<file path="src/rtl/cofre_pkg.sv">
// Shared types and constants for the safe front end: FSM states, password width
// and the default number of wrong attempts before lockout.
package cofre_pkg;

  localparam int SENHA_W               = 4;
  localparam int MAX_TENTATIVAS_PADRAO = 3;

  typedef enum logic [2:0] {
    SEM_SENHA,
    ARMADO,
    AVALIANDO,
    ABERTO,
    BLOQUEADO
  } estado_t;

endpackage

</file>
<file path="src/rtl/sincroniza_botao.sv">
// Two-flop synchronizer for an asynchronous push-button followed by a rising-edge
// detector; a press held for any length yields a single one-cycle pulse.
module sincroniza_botao (
  input  logic clk,
  input  logic rst,
  input  logic btn_in,
  output logic pulso
);

  logic meta_q;
  logic sinc_q;
  logic ant_q;

  // NOTE: non-blocking assignments keep these three flops a real shift chain;
  // blocking ones would let btn_in ripple straight through in a single edge.
  always_ff @(posedge clk or posedge rst) begin
    if (rst) begin
      meta_q <= 1'b0;
      sinc_q <= 1'b0;
      ant_q  <= 1'b0;
    end else begin
      meta_q <= btn_in;
      sinc_q <= meta_q;
      ant_q  <= sinc_q;
    end
  end

  assign pulso = sinc_q & ~ant_q;

endmodule

</file>
<file path="src/rtl/entrada_cofre.sv">
// Safe front end: captures password and attempts from the switches, samples the
// external comparator, opens the safe, counts failures and enforces a timed lockout.
module entrada_cofre
  import cofre_pkg::*;
#(
  parameter int MAX_TENTATIVAS = MAX_TENTATIVAS_PADRAO,
  parameter int TEMPO_BLOQUEIO = 50000000
) (
  input  logic               clk,
  input  logic               rst,
  input  logic [SENHA_W-1:0] chaves,
  input  logic               btn_gravar,
  input  logic               btn_testar,
  input  logic               igual,
  output logic [SENHA_W-1:0] senha,
  output logic [SENHA_W-1:0] tentativa,
  output logic               tentativa_valida,
  output logic               aberto,
  output logic               bloqueado,
  output logic [2:0]         restantes
);

  localparam int                 TIMER_W       = $clog2(TEMPO_BLOQUEIO);
  localparam logic [2:0]         RESTANTES_MAX = 3'(MAX_TENTATIVAS);
  localparam logic [TIMER_W-1:0] TIMER_CARGA   = TIMER_W'(TEMPO_BLOQUEIO - 1);
  localparam logic [TIMER_W-1:0] TIMER_UM      = TIMER_W'(1);

  logic pulso_gravar;
  logic pulso_testar;

  sincroniza_botao u_sinc_gravar (
    .clk    (clk),
    .rst    (rst),
    .btn_in (btn_gravar),
    .pulso  (pulso_gravar)
  );

  sincroniza_botao u_sinc_testar (
    .clk    (clk),
    .rst    (rst),
    .btn_in (btn_testar),
    .pulso  (pulso_testar)
  );

  estado_t            state_q;
  logic [SENHA_W-1:0] senha_q;
  logic [SENHA_W-1:0] tentativa_q;
  logic               tentativa_valida_q;
  logic               aberto_q;
  logic               bloqueado_q;
  logic [2:0]         restantes_q;
  logic [TIMER_W-1:0] timer_q;

  // NOTE: the state-decoded flags are written on the same edge that changes
  // state_q, so they come straight from flops with no decode logic behind them.
  always_ff @(posedge clk or posedge rst) begin
    if (rst) begin
      state_q            <= SEM_SENHA;
      senha_q            <= '0;
      tentativa_q        <= '0;
      tentativa_valida_q <= 1'b0;
      aberto_q           <= 1'b0;
      bloqueado_q        <= 1'b0;
      restantes_q        <= RESTANTES_MAX;
      timer_q            <= '0;
    end else begin
      tentativa_valida_q <= 1'b0;
      case (state_q)
        SEM_SENHA: begin
          if (pulso_gravar) begin
            senha_q <= chaves;
            state_q <= ARMADO;
          end
        end
        ARMADO: begin
          if (pulso_testar) begin
            tentativa_q        <= chaves;
            tentativa_valida_q <= 1'b1;
            state_q            <= AVALIANDO;
          end
        end
        AVALIANDO: begin
          if (igual) begin
            aberto_q    <= 1'b1;
            restantes_q <= RESTANTES_MAX;
            state_q     <= ABERTO;
          end else if (restantes_q > 3'd1) begin
            restantes_q <= restantes_q - 3'd1;
            state_q     <= ARMADO;
          end else begin
            restantes_q <= 3'd0;
            timer_q     <= TIMER_CARGA;
            bloqueado_q <= 1'b1;
            state_q     <= BLOQUEADO;
          end
        end
        ABERTO: begin
          // Gravar wins over a coincident testar so an edit is never lost.
          if (pulso_gravar) begin
            senha_q <= chaves;
          end else if (pulso_testar) begin
            aberto_q <= 1'b0;
            state_q  <= ARMADO;
          end
        end
        BLOQUEADO: begin
          if (timer_q == '0) begin
            bloqueado_q <= 1'b0;
            restantes_q <= RESTANTES_MAX;
            state_q     <= ARMADO;
          end else begin
            timer_q <= timer_q - TIMER_UM;
          end
        end
        default: state_q <= SEM_SENHA;
      endcase
    end
  end

  assign senha            = senha_q;
  assign tentativa        = tentativa_q;
  assign tentativa_valida = tentativa_valida_q;
  assign aberto           = aberto_q;
  assign bloqueado        = bloqueado_q;
  assign restantes        = restantes_q;

endmodule

</file>
<file path="config.mk">
export PLATFORM = sky130hd
export DESIGN_NAME = entrada_cofre
export DESIGN_NICKNAME = d
export VERILOG_FILES = /design/src/rtl/cofre_pkg.sv /design/src/rtl/sincroniza_botao.sv /design/src/rtl/entrada_cofre.sv
export SDC_FILE = /design/constraint.sdc
export NUM_CORES = 1
export LEC_CHECK = 0
export BUFFER_PORTS_ARGS = -buffer_cell sky130_fd_sc_hd__buf_2
export CAP_MARGIN = 20
export CORE_MARGIN = 1.5
export CORE_UTILIZATION = 25
export CTS_CLUSTER_DIAMETER = 200
export DETAILED_ROUTE_END_ITERATION = 10
export GPL_ROUTABILITY_DRIVEN = 0
export PLACE_DENSITY = 0.42
export RECOVER_POWER = 50
export SETUP_SLACK_MARGIN = 0.2
export SYNTH_ARGS = -nofsm -noshare
export SYNTH_HDL_FRONTEND = slang
export SYNTH_SLANG_ARGS = --single-unit
</file>
<file path="constraint.sdc">
create_clock -name clk -period 3.3 [get_ports clk]
set_clock_uncertainty 0.15 [all_clocks]
set_input_delay 0.33 -clock clk [delete_from_list [all_inputs] [get_ports clk]]
set_output_delay 0.33 -clock clk [all_outputs]
set_load 0.05 [all_outputs]
</file>
======== Yosys cells after proc, flatten, opt, wreduce, memory -nomap -nowiden ========
Cells that the tools add are included.
storage, ports and cells
  register bits after elaboration ......... 49
  bits in latches ......................... 0
  RAM bits ................................ 0
  memory bits (read-only) ................. 0
  input bits .............................. 9
  output and inout bits ................... 14
  word-level logic and storage cells ...... 72
  memories ................................ 0
operators by class
  add/subtract/negate cells ............... 2
  $mul .................................... 0
  div/mod/pow operators ................... 0
  magnitude comparators ................... 1
  equal/unequal tests ..................... 13
  shifts and indexed selects .............. 0
  multiplexer cells ....................... 26
  bitwise gates (word level) .............. 4
  reductions and logical operators ........ 12
operators with widths
  operator                                                                count
  26-bit 2-to-1 mux                                                       3
  26-bit one-hot mux with 2 select lines                                  1
  3-bit 2-to-1 mux                                                        10
  26-bit zero test                                                        1
  26-bit by 1-bit subtractor with 26-bit output (second input constant)   1
  2-bit inequality test (second input constant)                           9
  3-bit one-hot mux with 5 select lines                                   1
  4-bit AND reduction                                                     3
  1-bit 2-to-1 mux                                                        8
  3-bit by 2-bit equality test with 1-bit output (second input constant)  2
  3-bit one-hot mux with 2 select lines                                   1
  2-bit AND reduction                                                     3
  5-bit AND reduction                                                     1
  1-bit one-hot mux with 2 select lines                                   2
  2-bit nonzero test                                                      2
  3-bit by 1-bit equality test with 1-bit output (second input constant)  1
  3-bit equality test (second input constant)                             1
  3-bit by 1-bit > comparator with 1-bit output (second input constant)   1
  3-bit zero test                                                         1
  3-bit by 1-bit subtractor with 3-bit output (second input constant)     1
  1-bit AND                                                               2
  1-bit inverter                                                          2
  2-bit OR reduction                                                      1

======== Depth between registers and ports, before layout ========
  depth in word-level cells ............... 5
  mapped depth ............................ 7
  gate-level depth less buffers ........... 7

======== Modules after synthesis ========
Synthesis repeated with hierarchy kept, for this count alone.
second synthesis, totals
  cell total of the unflattened synthesis .. 259
  area, all modules ....................... 2504.9 um^2
modules (own cells, without submodules)
  module            instances  cells each  area each (um^2)  sequential area each (um^2)
  entrada_cofre     1          249         2319.7            1078.5
  sincroniza_botao  2          5           92.6              75.1

======== Worst setup path after synthesis ========
No wires, ideal clock.
  path type ............................... flip-flop to flip-flop
  from .................................... reg timer_q[2]
  to ...................................... reg timer_q[19]
  library setup time ...................... 0.074 ns
  data arrival time ....................... 2.135 ns
  data required time ...................... 3.076 ns
  slack ................................... 0.941 ns
  stages on the path, launching flop included .. 6
  buffers on the path ..................... 0
  period minus slack after synthesis ...... 2.359 ns
  cells stage by stage .................... dfrtp_1 > or4_4 > nor4b_4 > o211ai_4 > or4_1 > nand3_1
on the way
  longest elaborated chain between the ends .. 3
  elaborated cells on any way between the ends .. 6
  classes of those cells .................. add/sub (1); eq/ne (1); mux (2); reduce/logical (2)
RTL lines
  what                                                                               RTL line                                    RTL
  from (decl)                                                                        entrada_cofre.sv:52                         logic [TIMER_W-1:0] timer_q;
  from (signal assigned)                                                             entrada_cofre.sv:112                        timer_q <= timer_q - TIMER_UM;
  26-bit by 1-bit subtractor with 26-bit output or 26-bit zero test (tied branches)  entrada_cofre.sv:112, entrada_cofre.sv:107
  26-bit 2-to-1 mux or 2-bit inequality test (tied branches)                         n/a
  26-bit one-hot mux with 2 select lines or 4-bit AND reduction (tied branches)      n/a
Several ways; a longest one is shown, not always the timed one. The select of a mux whose other input is x is not followed.
A chain may end at the register's enable or synchronous reset.

======== Worst setup path in the final report ========
  from .................................... reg state_q[1]
  to ...................................... reg timer_q[19]
on the way
  longest elaborated chain between the ends .. 3
  elaborated cells on any way between the ends .. 8
  classes of those cells .................. eq/ne (5); mux (1); reduce/logical (2)
RTL lines
  what                                                                                   RTL line             RTL
  from (decl)                                                                            entrada_cofre.sv:45  estado_t state_q;
  from (signal assigned)                                                                 entrada_cofre.sv:58  state_q <= SEM_SENHA;
  from (signal assigned)                                                                 entrada_cofre.sv:72  state_q <= ARMADO;
  from (signal assigned)                                                                 entrada_cofre.sv:79  state_q <= AVALIANDO;
  3-bit equality test or 3-bit by 2-bit equality test with 1-bit output (tied branches)  entrada_cofre.sv:68  case (state_q)
  2-bit inequality test (no source line) or 2-bit nonzero test (tied branches)           n/a
  4-bit AND reduction (no source line)                                                   n/a
Several ways; a longest one is shown, not always the timed one.

==> results.yml <==
die:
  die_w_um: 102
  dieArea_um2: 10300
  start_util: 0.261
  num_rows: 35
  core-area_um2: 9330
  top_level_ports: 23
  fp.dieH_um: 102
pwr:
  seqPwrFrac: 0.426
  p_sw_frac: 0.450
  power_switching_uw: 960
  leakage_nw: 1.09
  powerDensity_nw_per_um2: 751
  p_int_mw: 1.17
  p_comb_frac: 0.388
  power.share.clock: 0.187
  ir_drop_mv: 0.230
  power_mw: 2.13
clock_tree:
  insertion_delay_ns: 0.32
  cts_buffers: 5
  cts_root_buffer: "clkbuf_8"
  cts_sinks: 49
  path_clk_slew_ns: 0.12
  clockBufferDepth: 2
  cts_tree: "built"
  htreeDepth: 2
cells_and_area:
  nets: 287
  antennaDiodeCount: 0
  multiInputGateArea_um2: 1150
  nFillCells: 994
  final_common_cell: "dfrtp_1"
  layout_common_cells: "47 x dfrtp_1, 33 x nand2_1, 22 x nor2_1"
  utilization: 0.305
  fin_cells: 405
  seq_area_um2: 1230
  layout-drive-gt1-share: 0.181
  final_area_um2: 2840
  area_growth_pct: 16.7
grt:
  overflow: 0
  grt_max_degree: 36
  globalRouteMet3Util: 0.0214
  grt_pass1_vias: 1830
  grt_pass1_wl_um: 9340
  grt_antenna_before_repair: 0
  use_met1: 0.175
  grt_use_total: 0.116
  grt-busiest-layer: "met1"
  use_met2: 0.166
setup_path:
  reg2reg_from: "state_q[1]"
  arrival_ns: 2.70
  worst-path-max-fanout: 13
  cp_data_required_time_ns: 3.40
  crit_path_end_kind: "register"
  critPathSlowestCell: "or3b_2"
  crit_buf_inv: 0
  path_delay_family: "simple AND/OR/NAND/NOR gates"
  regToRegSetupSlack_ns: 0.70
  max_stage_delay_ns: 0.61
  critPathKind: "reg -> reg"
  start_kind: "register"
  crit_chain: "or3b_2 -> nor4b_4 -> o211ai_4 -> or4_1 -> nand3_1"
  crit_start: "state_q[1]"
routing:
  routed_wirelength_um: 5340
  vias_per_cell: 4.65
  vias: 1884
  dr.pass1.iters: 4
  remaining_drc_errors: 0
  ant_nets: 0
  drt_iter0_markers: 84
  post_drt_wl_per_cell_um: 13.2
sta:
  tns_ns: 0
  final_hold_viol_count: 0
  tightest_slew_ns: 1.35
  fmax_mhz: 384
  relSlewSlack: 0.0997
  fin_crit_ns: 2.60
  slew_viol_final: 0
  hold_ws_ns: 0.0622
  finalSetupViolations: 0
  rsz0062_at_grt: "no"
  fin_crit_sh: 0.788
  layout_setup_ws_ns: 0.698
placement:
  dpl_cell_area_um2: 2730
  dpl_worst_slack_ns: 0.723
  dp_hpwl_um: 3790
  port_buffers: 22
  place_inst: 395
synth:
  synth_edf_count: 0
  synthArstFlopShare: 1.00
  synth_area_per_cell_um2: 9.94
  synth_top_family_by_area: "simple AND/OR/NAND/NOR gates"
  synth.area.mux_share: 0.0514
  syn_nets: 257
  ys_types: 45
  ys_seq_elements: 49
  synth-simple-area-share: 0.267
  yosys_warnings: 0
  netlist_instances: 245
  netlist_area_um2: 2430
  synth_compound_area_frac: 0.110
  yosys.area_share.adder: 0.0154
  seq_area_frac_synth: 0.505
  synthFlopType: "dfrtp_1"
  yosys.area_share.xor_xnor: 0.0288
status:
  status: "complete, no violations"
run:
  timing.max_cap.violations: 0
worst_hold_path:
  hold_class: "in -> reg"
  hold_start: "chaves[1]"
==> power by group through the flow <==
stage / clock, mW / sequential, mW / combinational [mW]
floorplan: 0 / 1.13 / 0.419
global placement: 0 / 0.918 / 0.840
detailed placement: 0 / 0.920 / 0.833
CTS: 0.412 / 0.909 / 0.835
global route: 0.440 / 0.935 / 0.928
finish: 0.398 / 0.908 / 0.827
==> repair_timing <==
item,CTS,global route
hold endpoints to repair,2,0
gates resized for setup,0,0
hold buffers,2,0
endpoints found under the setup margin,0,0
buffers inserted,0,0
==> state kept, by name, summed over array words and instances, names as in the netlist <==
signal                count
state_q                   3
aberto                    1
u_sinc_gravar.ant_q       1
u_sinc_gravar.sinc_q      1
bloqueado                 1
timer_q                  26
tentativa_valida          1
u_sinc_testar.sinc_q      1
u_sinc_testar.meta_q      1
restantes                 3
u_sinc_testar.ant_q       1
tentativa                 4
senha                     4
u_sinc_gravar.meta_q      1
==> cell usage after synthesis (all sizes together) (2+ instances only) <==
| master | n | area share |
|---|---|---|
| nor3b | 2 | 0.0082 |
| nor2b | 3 | 0.0077 |
| o211ai | 3 | 0.015 |
| or3 | 8 | 0.021 |
| nand3 | 13 | 0.027 |
| o2111ai | 2 | 0.0072 |
| mux2i | 8 | 0.033 |
| nand2b | 2 | 0.0051 |
| mux2 | 4 | 0.018 |
| dfrtp | 47 | 0.48 |
| o21ai | 10 | 0.021 |
| o41ai | 2 | 0.0072 |
| nor2 | 22 | 0.034 |
| a21oi | 7 | 0.014 |
| nor4 | 7 | 0.018 |
| clkbuf | 8 | 0.012 |
| nor3 | 10 | 0.023 |
| ha | 3 | 0.015 |
| inv | 7 | 0.011 |
| or4 | 5 | 0.017 |
| a211oi | 2 | 0.0062 |
| o31ai | 5 | 0.015 |
| nand4 | 4 | 0.010 |
| a31oi | 5 | 0.013 |
| nand2 | 33 | 0.051 |
| xor2 | 7 | 0.025 |
| nor4b | 3 | 0.023 |
| or3b | 2 | 0.0072 |
| dfstp | 2 | 0.022 |
==> logic make-up (layout without fill, tap and decap cells) <==
logic type	count (synthesis)	count (layout)
AO/OA/AOI/OAI	39	39
XOR/XNOR	8	8
adder cells (fa/ha/maj)	3	3
buffers and inverters	15	46
flip-flops	49	49
multiplexers	12	12
AND/OR/NAND/NOR	119	119
==> tightest hold or removal path, cell delays in order <==
cell and delay [ns]:
buf_2 0.09, nand2_1 0.04, nand2_1 0.04
==> path summary, 6_finish.rpt <==
check / end / depth (start not counted)
min: tentativa[1] / 3
min reg2reg: u_sinc_testar.sinc_q / 0
max: timer_q[19] / 5
max reg2reg: timer_q[19] / 5
min in group asynchronous: u_sinc_gravar.meta_q / 2
max in group asynchronous: timer_q[0] / 3
==> cell type report <==
| class | count | share of cell area |
|---|---|---|
| clock buffer | 5 | 0.0242 |
| clock inverter | 3 | 0.0101 |
| tap | 129 | 0.0568 |
| timing repair buffer | 31 | 0.0625 |
| multi-input combinational | 181 | 0.405 |
| sequential | 49 | 0.432 |
| inverter | 7 | 0.00925 |
==> layer usage <==
| layer | wire [µm] | part of all wire |
|---|---|---|
| met1 | 2750 | 0.51 |
| met2 | 2350 | 0.44 |
| met4 | 56 | 0.010 |
| met5 | 0 | 0 |
| met3 | 191 | 0.036 |
No activity file was read; power rests on OpenSTA's default activity.
